### config.mk
export PLATFORM = sky130hd
export DESIGN_NAME = seq_divider
export DESIGN_NICKNAME = d
export VERILOG_FILES = /design/src/rtl/div_pkg.sv /design/src/rtl/seq_divider_adder.sv /design/src/rtl/seq_divider.sv
export SDC_FILE = /design/constraint.sdc
export NUM_CORES = 1
export LEC_CHECK = 0
export ABC_AREA = 1
export CAP_MARGIN = 20
export CORE_ASPECT_RATIO = 1.25
export CORE_MARGIN = 1.5
export CORE_UTILIZATION = 39
export CTS_BUF_LIST = sky130_fd_sc_hd__clkbuf_2 sky130_fd_sc_hd__clkbuf_4 sky130_fd_sc_hd__clkbuf_8
export DETAILED_ROUTE_END_ITERATION = 16
export GPL_TIMING_DRIVEN = 0
export MAX_ROUTING_LAYER = met4
export PLACE_DENSITY_LB_ADDON = 0.25
export SETUP_SLACK_MARGIN = 0.2
export SLEW_MARGIN = 20
export SYNTH_ARGS = -nofsm -noshare
export SYNTH_HDL_FRONTEND = slang
export SYNTH_SLANG_ARGS = --single-unit
### constraint.sdc
create_clock -name clk -period 4.4 [get_ports clk]
set_input_delay 0.66 -clock clk [delete_from_list [all_inputs] [get_ports clk]]
set_output_delay 0.66 -clock clk [all_outputs]
set_load 0.02 [all_outputs]
### src/rtl/div_pkg.sv
// div_pkg: shared FSM state type and default operand width for seq_divider.
package div_pkg;
    localparam int DIV_WIDTH = 32;
    typedef enum logic [1:0] {IDLE, CALC, DONE} state_t;
endpackage

### src/rtl/seq_divider_adder.sv
// seq_divider_adder: W-bit scalar adder; C_in=1 turns it into A-B with C_flag reporting borrow.
module seq_divider_adder #(
    parameter int W = 33
) (
    input  logic [W-1:0] A,
    input  logic [W-1:0] B,
    input  logic         C_in,
    output logic [W-1:0] S,
    output logic         C_flag
);
    logic [W:0] w_sum;
    assign w_sum  = {1'b0, A} + {1'b0, C_in ? ~B : B} + {{W{1'b0}}, C_in};
    assign S      = w_sum[W-1:0];
    assign C_flag = w_sum[W] ^ C_in;
endmodule

### src/rtl/seq_divider.sv
// seq_divider: radix-2 restoring sequential divider, one quotient bit per cycle, N+2 cycles per op.
// Define DIV_SIGNED_EN to add the signed_op port and two's-complement division.
module seq_divider
    import div_pkg::*;
#(
    parameter int N = DIV_WIDTH
) (
    input  logic         clk,
    input  logic         rst_n,
    input  logic         start,
    input  logic [N-1:0] A,
    input  logic [N-1:0] B,
`ifdef DIV_SIGNED_EN
    input  logic         signed_op,
`endif
    output logic         busy,
    output logic         done,
    output logic [N-1:0] Q,
    output logic [N-1:0] R,
    output logic         Z_flag,
    output logic         DZ_flag,
    output logic         V_flag
);
    localparam int CW = $clog2(N) + 1;

    state_t        r_state;
    logic [CW-1:0] r_cnt;
    logic [N:0]    r_rem;
    logic [N-1:0]  r_quo;
    logic [N-1:0]  r_div;
    logic          r_neg_q;
    logic          r_neg_r;
    logic          r_ovf;

    logic          w_sa;
    logic          w_sb;
    logic [N-1:0]  w_mag_a;
    logic [N-1:0]  w_mag_b;
    logic          w_ovf;
    logic [N:0]    w_shift;
    logic [N:0]    w_trial;
    logic          w_borrow;
    logic [N:0]    w_rem_next;
    logic [N-1:0]  w_quo_next;
    logic [N-1:0]  w_q_fin;
    logic [N-1:0]  w_r_fin;
    logic          w_unused_rem_msb;

`ifdef DIV_SIGNED_EN
    assign w_sa = signed_op & A[N-1];
    assign w_sb = signed_op & B[N-1];
`else
    assign w_sa = 1'b0;
    assign w_sb = 1'b0;
`endif
    assign w_mag_a = w_sa ? -A : A;
    assign w_mag_b = w_sb ? -B : B;
    // Most-negative / -1: the magnitude quotient 2^(N-1) is already the wrapped answer.
    assign w_ovf   = w_sa & w_sb & ~|A[N-2:0] & &B;

    // The restored remainder is always below the divisor, so its top bit never reaches the shift.
    assign w_unused_rem_msb = r_rem[N];
    assign w_shift          = {r_rem[N-1:0], r_quo[N-1]};

    seq_divider_adder #(.W(N + 1)) u_sub (
        .A      (w_shift),
        .B      ({1'b0, r_div}),
        .C_in   (1'b1),
        .S      (w_trial),
        .C_flag (w_borrow)
    );

    assign w_rem_next = w_borrow ? w_shift : w_trial;
    assign w_quo_next = {r_quo[N-2:0], ~w_borrow};
    assign w_q_fin    = r_neg_q ? -w_quo_next : w_quo_next;
    assign w_r_fin    = r_neg_r ? -w_rem_next[N-1:0] : w_rem_next[N-1:0];

    always_ff @(posedge clk) begin
        if (!rst_n) begin
            r_state <= IDLE;
            r_cnt   <= '0;
            r_rem   <= '0;
            r_quo   <= '0;
            r_div   <= '0;
            r_neg_q <= 1'b0;
            r_neg_r <= 1'b0;
            r_ovf   <= 1'b0;
            busy    <= 1'b0;
            done    <= 1'b0;
            Q       <= '0;
            R       <= '0;
            Z_flag  <= 1'b0;
            DZ_flag <= 1'b0;
            V_flag  <= 1'b0;
        end else begin
            case (r_state)
                IDLE: begin
                    if (start && B == '0) begin
                        Q       <= '1;
                        R       <= A;
                        Z_flag  <= 1'b0;
                        DZ_flag <= 1'b1;
                        V_flag  <= 1'b0;
                        busy    <= 1'b1;
                        done    <= 1'b1;
                        r_state <= DONE;
                    end else if (start) begin
                        r_rem   <= '0;
                        r_quo   <= w_mag_a;
                        r_div   <= w_mag_b;
                        r_neg_q <= w_sa ^ w_sb;
                        r_neg_r <= w_sa;
                        r_ovf   <= w_ovf;
                        r_cnt   <= '0;
                        busy    <= 1'b1;
                        r_state <= CALC;
                    end
                end
                CALC: begin
                    r_rem <= w_rem_next;
                    r_quo <= w_quo_next;
                    r_cnt <= r_cnt + CW'(1);
                    if (r_cnt == CW'(N - 1)) begin
                        Q       <= w_q_fin;
                        R       <= w_r_fin;
                        Z_flag  <= w_q_fin == '0;
                        DZ_flag <= 1'b0;
                        V_flag  <= r_ovf;
                        done    <= 1'b1;
                        r_state <= DONE;
                    end
                end
                DONE: begin
                    busy    <= 1'b0;
                    done    <= 1'b0;
                    r_state <= IDLE;
                end
                default: r_state <= IDLE;
            endcase
        end
    end
endmodule

Word-level counts from Yosys, hierarchy flattened
Cells that the tools add are included.

$add $sub $neg: 3. Eq/ne operators: 8. Muxes and demuxes: 32. Bitwise operators: 2. Reduce and logical (&&, ||, !) cells: 13.

Operators by type and width (count): $mux W32 (9); $pmux W32 S2 (4); $logic_not A32 Y1 (2); $add A33 B33 Y34 (1); $add A34 B1 Y34 const B (1); $not A32 Y33 (1); $mux W6 (2); $pmux W6 S2 (1); $reduce_and A3 Y1 (4); $ne A2 B2 Y1 const B (4); $pmux W1 S2 (4); $mux W1 (7); $add A6 B1 Y6 const B (1); $eq A6 B5 Y1 const B (1); $mux W2 (3); $pmux W2 S2 (1); $reduce_and A2 Y1 (2); $reduce_bool A2 Y1 (2); $ne A3 B3 Y1 const B (1); $pmux W1 S3 (1); $reduce_bool A3 Y1 (1); $eq A2 B1 Y1 const B (1); $eq A2 B2 Y1 const B (1); $logic_not A2 Y1 (1); other kinds (2) (2).

Register bits: 173. Bits of input ports: 67. Word-level logic and storage cells: 70.

Longest topological paths before layout
Gate-level depths: netlist (run 1).

Word-level depth: 6. Mapped depth: 19. Mapped depth without buffers: 19.

Hierarchy
Synthesis (run 1) repeated with hierarchy kept, for this count alone.

Cells, all modules: 1668. Area total of the unflattened synthesis: 10450.0 um^2.

Modules (own cells, without submodules): seq_divider (times used 1, cells an instance 1153, area each 7763.7 um^2, sequential area each 3443.3 um^2); seq_divider_adder (times used 1, cells an instance 515, area each 2686.3 um^2, sequential area each 0.0 um^2).

Least setup slack after synthesis (run 1)
No wires, ideal clock.

Path kind: input to register. Start point: input B[15]. End point: register R[10]. Library setup time: 0.109 ns. Arrival time: 1.890 ns. Required time: 4.291 ns. Path slack: 2.401 ns. Stages: 11. Path buffers: 1. Cells stage by stage: nor3_1 -> nor3b_1 -> nand2_1 -> nor2_2 -> nand3_1 -> nand2_2 -> buf_2 -> nand2_1 -> nand3b_1 -> nand2_1 -> inv_1.

Cells in the longest elaborated chain, start to end: 4.

Ends and longest elaborated chain: start, declared (RTL line seq_divider.sv:12) `input logic [N-1:0] B,`; $logic_not A32 Y1 (RTL line seq_divider.sv:98) `if (start && B == '0) begin`; $logic_and A1 B1 Y1 (RTL line seq_divider.sv:98); $ne A2 B2 Y1 (no source line); $reduce_and A3 Y1 (no source line); end signal, assigned (RTL line seq_divider.sv:125) `R <= w_r_fin;`; end, declared (RTL line seq_divider.sv:19) `output logic [N-1:0] R,`.

No other way between the ends. A chain may end at the register's enable or synchronous reset.

Final worst setup path (run 1)
Start point: input B[23]. End point: register R[24].

The elaborated chain is that of the path after synthesis.

==> impl_metrics.json, run 1 <==
{
  "outcome": "finished clean",
  "syn_nets": 1684,
  "first_pass_iters": 5,
  "fillerInstances": 2646,
  "min_path_type": "reg -> reg",
  "worstPathRequired_ns": 4.79,
  "fmax_mhz": 367,
  "finalHoldViolCount": 0,
  "clk_pin_slew_ns": 0.09,
  "crit_slowest_cell": "clkdlybuf4s50_1",
  "skew_ns": 0.0141,
  "yosysWarnings": 0,
  "cpPeakStageDelay_ns": 0.43,
  "track_usage": 0.253,
  "synth-async-reset-ratio": 0,
  "rsz0062_at_grt": "no",
  "p_switching_mw": 1.41,
  "finalSetupViolations": 0,
  "holdBufCountCts": 0,
  "fp.dieH_microns": 183,
  "start_util": 0.398,
  "crit_type": "in -> reg",
  "nets": 1837,
  "r2r-end": "R[24]",
  "ys_seq_elements": 172,
  "period_share": 0.619,
  "grt_pass1_vias": 9755,
  "drive_above_1_share": 0.0480,
  "synth_flop_cell": "dfxtp_1",
  "leakagePower_nw": 6.34,
  "grt_pass1_wl_microns": 51100,
  "layout_min_cycle_time_ns": 2.72,
  "layout_commonest_cell": "nand2_1",
  "drc_errors": 0,
  "clkSinkCount": 172,
  "setup_tns_ns": 0,
  "timing.critical_path.buf_inv": 3,
  "gp_routability_congestion": 0.902,
  "ir_worst_vdd_uv": 222,
  "num_rows": 65,
  "grt_antenna_before_repair": 0,
  "ff2ff_setup_slack_ns": 1.84,
  "post-cts-setup-buffer-count": 0,
  "clockBufferDepth": 2,
  "yosys.area.top_type": "dfxtp_1",
  "core-area_sq_um": 25300,
  "die-area_sq_um": 26800,
  "cts_tree": "built",
  "p_comb_frac": 0.283,
  "end_kind": "flop",
  "multi_input_area_sq_um": 5110,
  "ant_nets": 0,
  "power_mw": 4.05,
  "slew-limit-headroom": 0.454,
  "worst_skew_pair.late_latency_ns": 0.49,
  "grt-ovfl-total": 0,
  "cts_max_level": 4,
  "ios": 136,
  "synthToLayoutAreaGrowth_pct": 21.8,
  "cp-start-kind": "input pin",
  "cp_top_family": "simple AND/OR/NAND/NOR gates",
  "cp_cell_sequence": "clkdlybuf4s50_1 -> nor3_1 -> nor3b_1 -> nand2_1 -> nor2_2 -> nand3_1 -> nand2_2 -> buf_2 -> nand2_1 -> nand3b_1 -> nand2_1 -> inv_1",
  "mostFrequentLayoutCells": "nand2_1, inv_1, dfxtp_1",
  "synth_area_sq_um": 10100,
  "root_buffer": "clkbuf_8",
  "ys_seq_area_frac": 0.342,
  "pwr-share-seq": 0.414,
  "crit_cells": 12,
  "post_cts_resized": 0,
  "die_w_microns": 147,
  "routed_wirelength_microns": 32600,
  "reg2reg_depth": 17,
  "cp_common_cell": "nand2_1",
  "final_max_slew_viol_count": 0,
  "p_sw_frac": 0.349,
  "power_density_nw_per_um2": 330,
  "diodes": 0,
  "holdPathEnd": "r_cnt[3]",
  "min_path_cells": 2,
  "worstMarginPinSlew_ns": 0.820,
  "hp-start": "r_cnt[3]",
  "max-cap-violations": 0,
  "routed-via-count": 10100,
  "pwr-share-clk": 0.303,
  "synth_cell_types": 39,
  "drtIter0Drc": 602,
  "r2r-start": "r_quo[31]",
  "path_max_fanout": 10,
  "yosysTopAreaCellShare": 0.342,
  "synth_area_per_cell_sq_um": 6.36,
  "portBuffers": 134,
  "post_drt_wl_per_cell_microns": 15.6,
  "synth_edf_count": 0,
  "dpl.hpwl_microns": 26200,
  "p_int_mw": 2.63,
  "syn_inst": 1583,
  "seqCellArea_sq_um": 3440,
  "cts-buffers-inserted": 17,
  "vias_per_cell": 4.87,
  "cp.arrival_ns": 3.12,
  "yosys-top-cells-area": "dfxtp_1, nand2_1, inv_1",
  "grt_max_degree": 17
}
sequential cells by signal, indices dropped and copies added, names as in the netlist:
signal   flops
R           32
busy         1
Z_flag       1
r_rem       32
r_div       32
r_state      2
DZ_flag      1
Q           32
r_cnt        6
r_quo       32
done         1
per-stage QoR:
stage	area, sq um	setup slack [ns]	util	hold WS, ns	std cells
6_report	12300	1.68	0.485	0.469	2084
4_1_cts	12300	1.62	0.485	0.473	2084
2_1_floorplan	10100	2.40	-	0.433	1583
3_3_place_gp	11800	1.15	0.468	0.448	2052
5_1_grt	12300	1.45	0.485	0.496	2084
3_5_place_dp	11800	1.10	0.468	0.459	2052
per-layer routing:
metal / vias up / share of wire / global-route usage
met3: 43 / 0.042 / 0.0375
met4: 0 / 0.027 / 0.0881
met1: 4593 / 0.45 / 0.307
met5: - / 0 / -
met2: 250 / 0.48 / 0.428
li1: 5262 / - / -
cell usage after synthesis, types with 3 or more instances:
cell      instances
nand2_1         478
inv_1           313
dfxtp_1         172
o21ai_0         105
nor2_1           98
a21oi_1          69
nand3_1          68
ha_1             33
o211ai_1         31
a211oi_1         30
buf_2            25
clkbuf_1         24
nand3b_1         23
nand4_1          23
xor2_1           14
a21boi_0         11
nor3_1           10
nor4_1            7
o21bai_1          6
buf_1             5
buf_6             5
buf_4             4
inv_2             4
nor2_2            3
nor2_4            3
worst max path at each step:
stage               startpoint         to  slack [ns]
finish                   B[23]      R[24]        1.68
global route             B[23]  r_div[23]        1.45
CTS                      B[23]  r_div[29]        1.62
detailed placement       B[23]  r_div[29]        1.10
global placement         B[23]      R[23]        1.15
floorplan                B[15]      R[10]        2.40
power groups by stage:
| stage | Combinational, mW | Sequential (mW) | Clock, mW |
|---|---|---|---|
| after floorplan | 0.786 | 1.69 | 0 |
| after global routing | 1.28 | 1.68 | 1.32 |
| after CTS | 1.14 | 1.67 | 1.25 |
| after global placement | 1.12 | 1.71 | 0 |
| final | 1.14 | 1.68 | 1.23 |
| after detailed placement | 1.13 | 1.71 | 0 |
cells by family after synthesis:
kind of cell,synth area share
simple gates,0.302
buf+inv,0.151
compound gates,0.148
flops,0.342
fa+ha+maj,0.0430
xor+xnor,0.0131
other cells,0.000372
tightest hold or removal path, cell delays in order, from the launching register on:
cell and delay, ns:
dfxtp_1 0.32, nand2_1 0.06, a21oi_1 0.05
area by class of cell:
class | count | area share
Inverter | 319 | 0.0977
Tap cell | 335 | 0.0342
Timing Repair Buffer | 134 | 0.109
Buffer | 63 | 0.0261
Sequential cell | 172 | 0.281
Multi-Input combinational cell | 1029 | 0.416
Clock inverter | 9 | 0.0110
Clock buffer | 23 | 0.0243
(Power assumes the default switching activity.)
==> run 2, diff against run 1 <==
clock period = 2.4 ns   (was 4.4 ns; I/O delays follow)
==> run 2 against run 1 <==
Final area rose by 14%. Die area did not move. Final cell count rose by 2.9%. Clock power rose by 85%. Critical path type unchanged. Largest cell class unchanged.
==> impl_metrics.json, run 2 (synthesized netlist as in run 1, its figures left out) <==
{
  "worstPathRequired_ns": 2.80,
  "holdBufCountCts": 0,
  "crit_type": "in -> reg",
  "first_pass_iters": 5,
  "power_mw": 8.25,
  "layout_min_cycle_time_ns": 2.20,
  "max-cap-violations": 0,
  "ant_nets": 0,
  "grt_pass1_wl_microns": 52800,
  "period_share": 0.915,
  "vias_per_cell": 4.90,
  "fp.dieH_microns": 183,
  "die_w_microns": 147,
  "skew_ns": 0.0189,
  "r2r-end": "R[20]",
  "ff2ff_setup_slack_ns": 0.21,
  "post_drt_wl_per_cell_microns": 16.1,
  "final_area_sq_um": 14000,
  "gp_routability_congestion": 0.902,
  "cts_max_level": 4,
  "clkSinkCount": 172,
  "cts-buffers-inserted": 17,
  "routed_wirelength_microns": 34600,
  "outcome": "finished clean",
  "power_density_nw_per_um2": 589,
  "drive_above_1_share": 0.218,
  "postLayoutCoreUtil": 0.554,
  "grt_max_degree": 17,
  "ios": 136,
  "slew-limit-headroom": 0.438,
  "worst_skew_pair.late_latency_ns": 0.50,
  "die-area_sq_um": 26800,
  "core-area_sq_um": 25300,
  "start_util": 0.398,
  "synthToLayoutAreaGrowth_pct": 39.1,
  "worstMarginPinSlew_ns": 0.844,
  "cts_tree": "built",
  "min_path_cells": 2,
  "rsz0062_at_grt": "yes",
  "routed-via-count": 10500,
  "drc_errors": 0,
  "dpl.hpwl_microns": 26200,
  "finalSetupViolations": 0,
  "r2r-start": "r_rem[14]",
  "final_max_slew_viol_count": 0,
  "clockBufferDepth": 2,
  "path_max_fanout": 10,
  "placed_cell_area_sq_um": 11800,
  "holdPathEnd": "r_cnt[3]",
  "diodes": 0,
  "drtIter0Drc": 600,
  "cp.arrival_ns": 2.59,
  "min_path_type": "reg -> reg",
  "grt_antenna_before_repair": 0,
  "cp-start-kind": "input pin",
  "fmax_mhz": 456,
  "grt-ovfl-total": 0,
  "num_rows": 65,
  "finalHoldViolCount": 0,
  "grt_pass1_vias": 10100,
  "fillerInstances": 2431,
  "leakagePower_nw": 7.13,
  "fin_cells": 2145,
  "reg2reg_depth": 16,
  "end_kind": "flop",
  "mostFrequentLayoutCells": "nand2_1, inv_1, clkdlybuf4s50_1",
  "portBuffers": 134,
  "place_inst": 2052,
  "layout_commonest_cell": "nand2_1",
  "ir_worst_vdd_uv": 405,
  "clk_pin_slew_ns": 0.09,
  "track_usage": 0.262,
  "nets": 1898,
  "setup_tns_ns": 0,
  "root_buffer": "clkbuf_8",
  "hp-start": "r_cnt[3]"
}
[run 2: cell types whose count changed in the layout (fill, tap and decap cells not counted), moves of 22 or more]
cell,before,now
buf_4,4,58
dfxtp_1,172,122
dfxtp_2,0,39
ha_1,33,1
ha_4,0,31
inv_1,313,280
inv_2,4,34
nand2_1,478,407
nand2_2,2,43
nand2_4,2,31
nand3_1,68,43
nand3_2,1,23
[run 2: final cells by class]
type	instances	area, sq um	area share
multi-input combinational	1029	6150	0.439
sequential	172	3530	0.252
timing repair buffer	195	1870	0.133
inverter	319	1220	0.0872
tap	335	419	0.0299
buffer	63	379	0.0271
clock buffer	23	298	0.0213
clock inverter	9	135	0.00965
[run 2: how the worst max path moves through the flow]
stage                   start   endpoint  slack (ns)
floorplan           r_quo[31]      R[28]        0.44
global placement        B[23]      R[23]       -0.55
detailed placement      B[23]  r_div[29]       -0.60
CTS                 r_quo[31]      R[20]        0.17
global route        r_rem[14]       R[4]        0.09
finish                  B[24]      R[25]        0.20
[run 2: per-layer routing]
layer,track usage,wire length (microns)
met5,-,0
met1,0.312,15000
met2,0.449,16800
met3,0.0363,1470
met4,0.0958,1260
[run 2: where the power goes]
group          internal, mW  leakage, nW  switching [mW]
sequential             3.00         1.43           0.111
clock                  1.15        0.213            1.12
combinational          1.14         5.49            1.73
total                  5.29         7.13            2.96
[run 2: per-stage QoR]
stage | setup WS, ns | hold slack [ns]
finish | 0.205 | 0.470
CTS | 0.173 | 0.473
global placement | -0.552 | 0.448
floorplan | 0.442 | 0.433
detailed placement | -0.598 | 0.459
global route | 0.0932 | 0.493
[run 2: worst max-delay path, cell delays in order]
cell	delay, ns
clkdlybuf4s50_1	0.44
nor3_1	0.18
nor3b_2	0.28
nand2_1	0.14
nor2_4	0.18
nand3_1	0.21
clkbuf_2	0.25
a21boi_0	0.31
nand3_1	0.13
nand2_1	0.07
inv_1	0.03
[run 2: timing repair]
action                     in CTS  in global routing
setup endpoints to repair     155                161
buffers inserted               24                 33
cloned                          3                  1
resized for setup             130                222
pin swaps                      33                 61
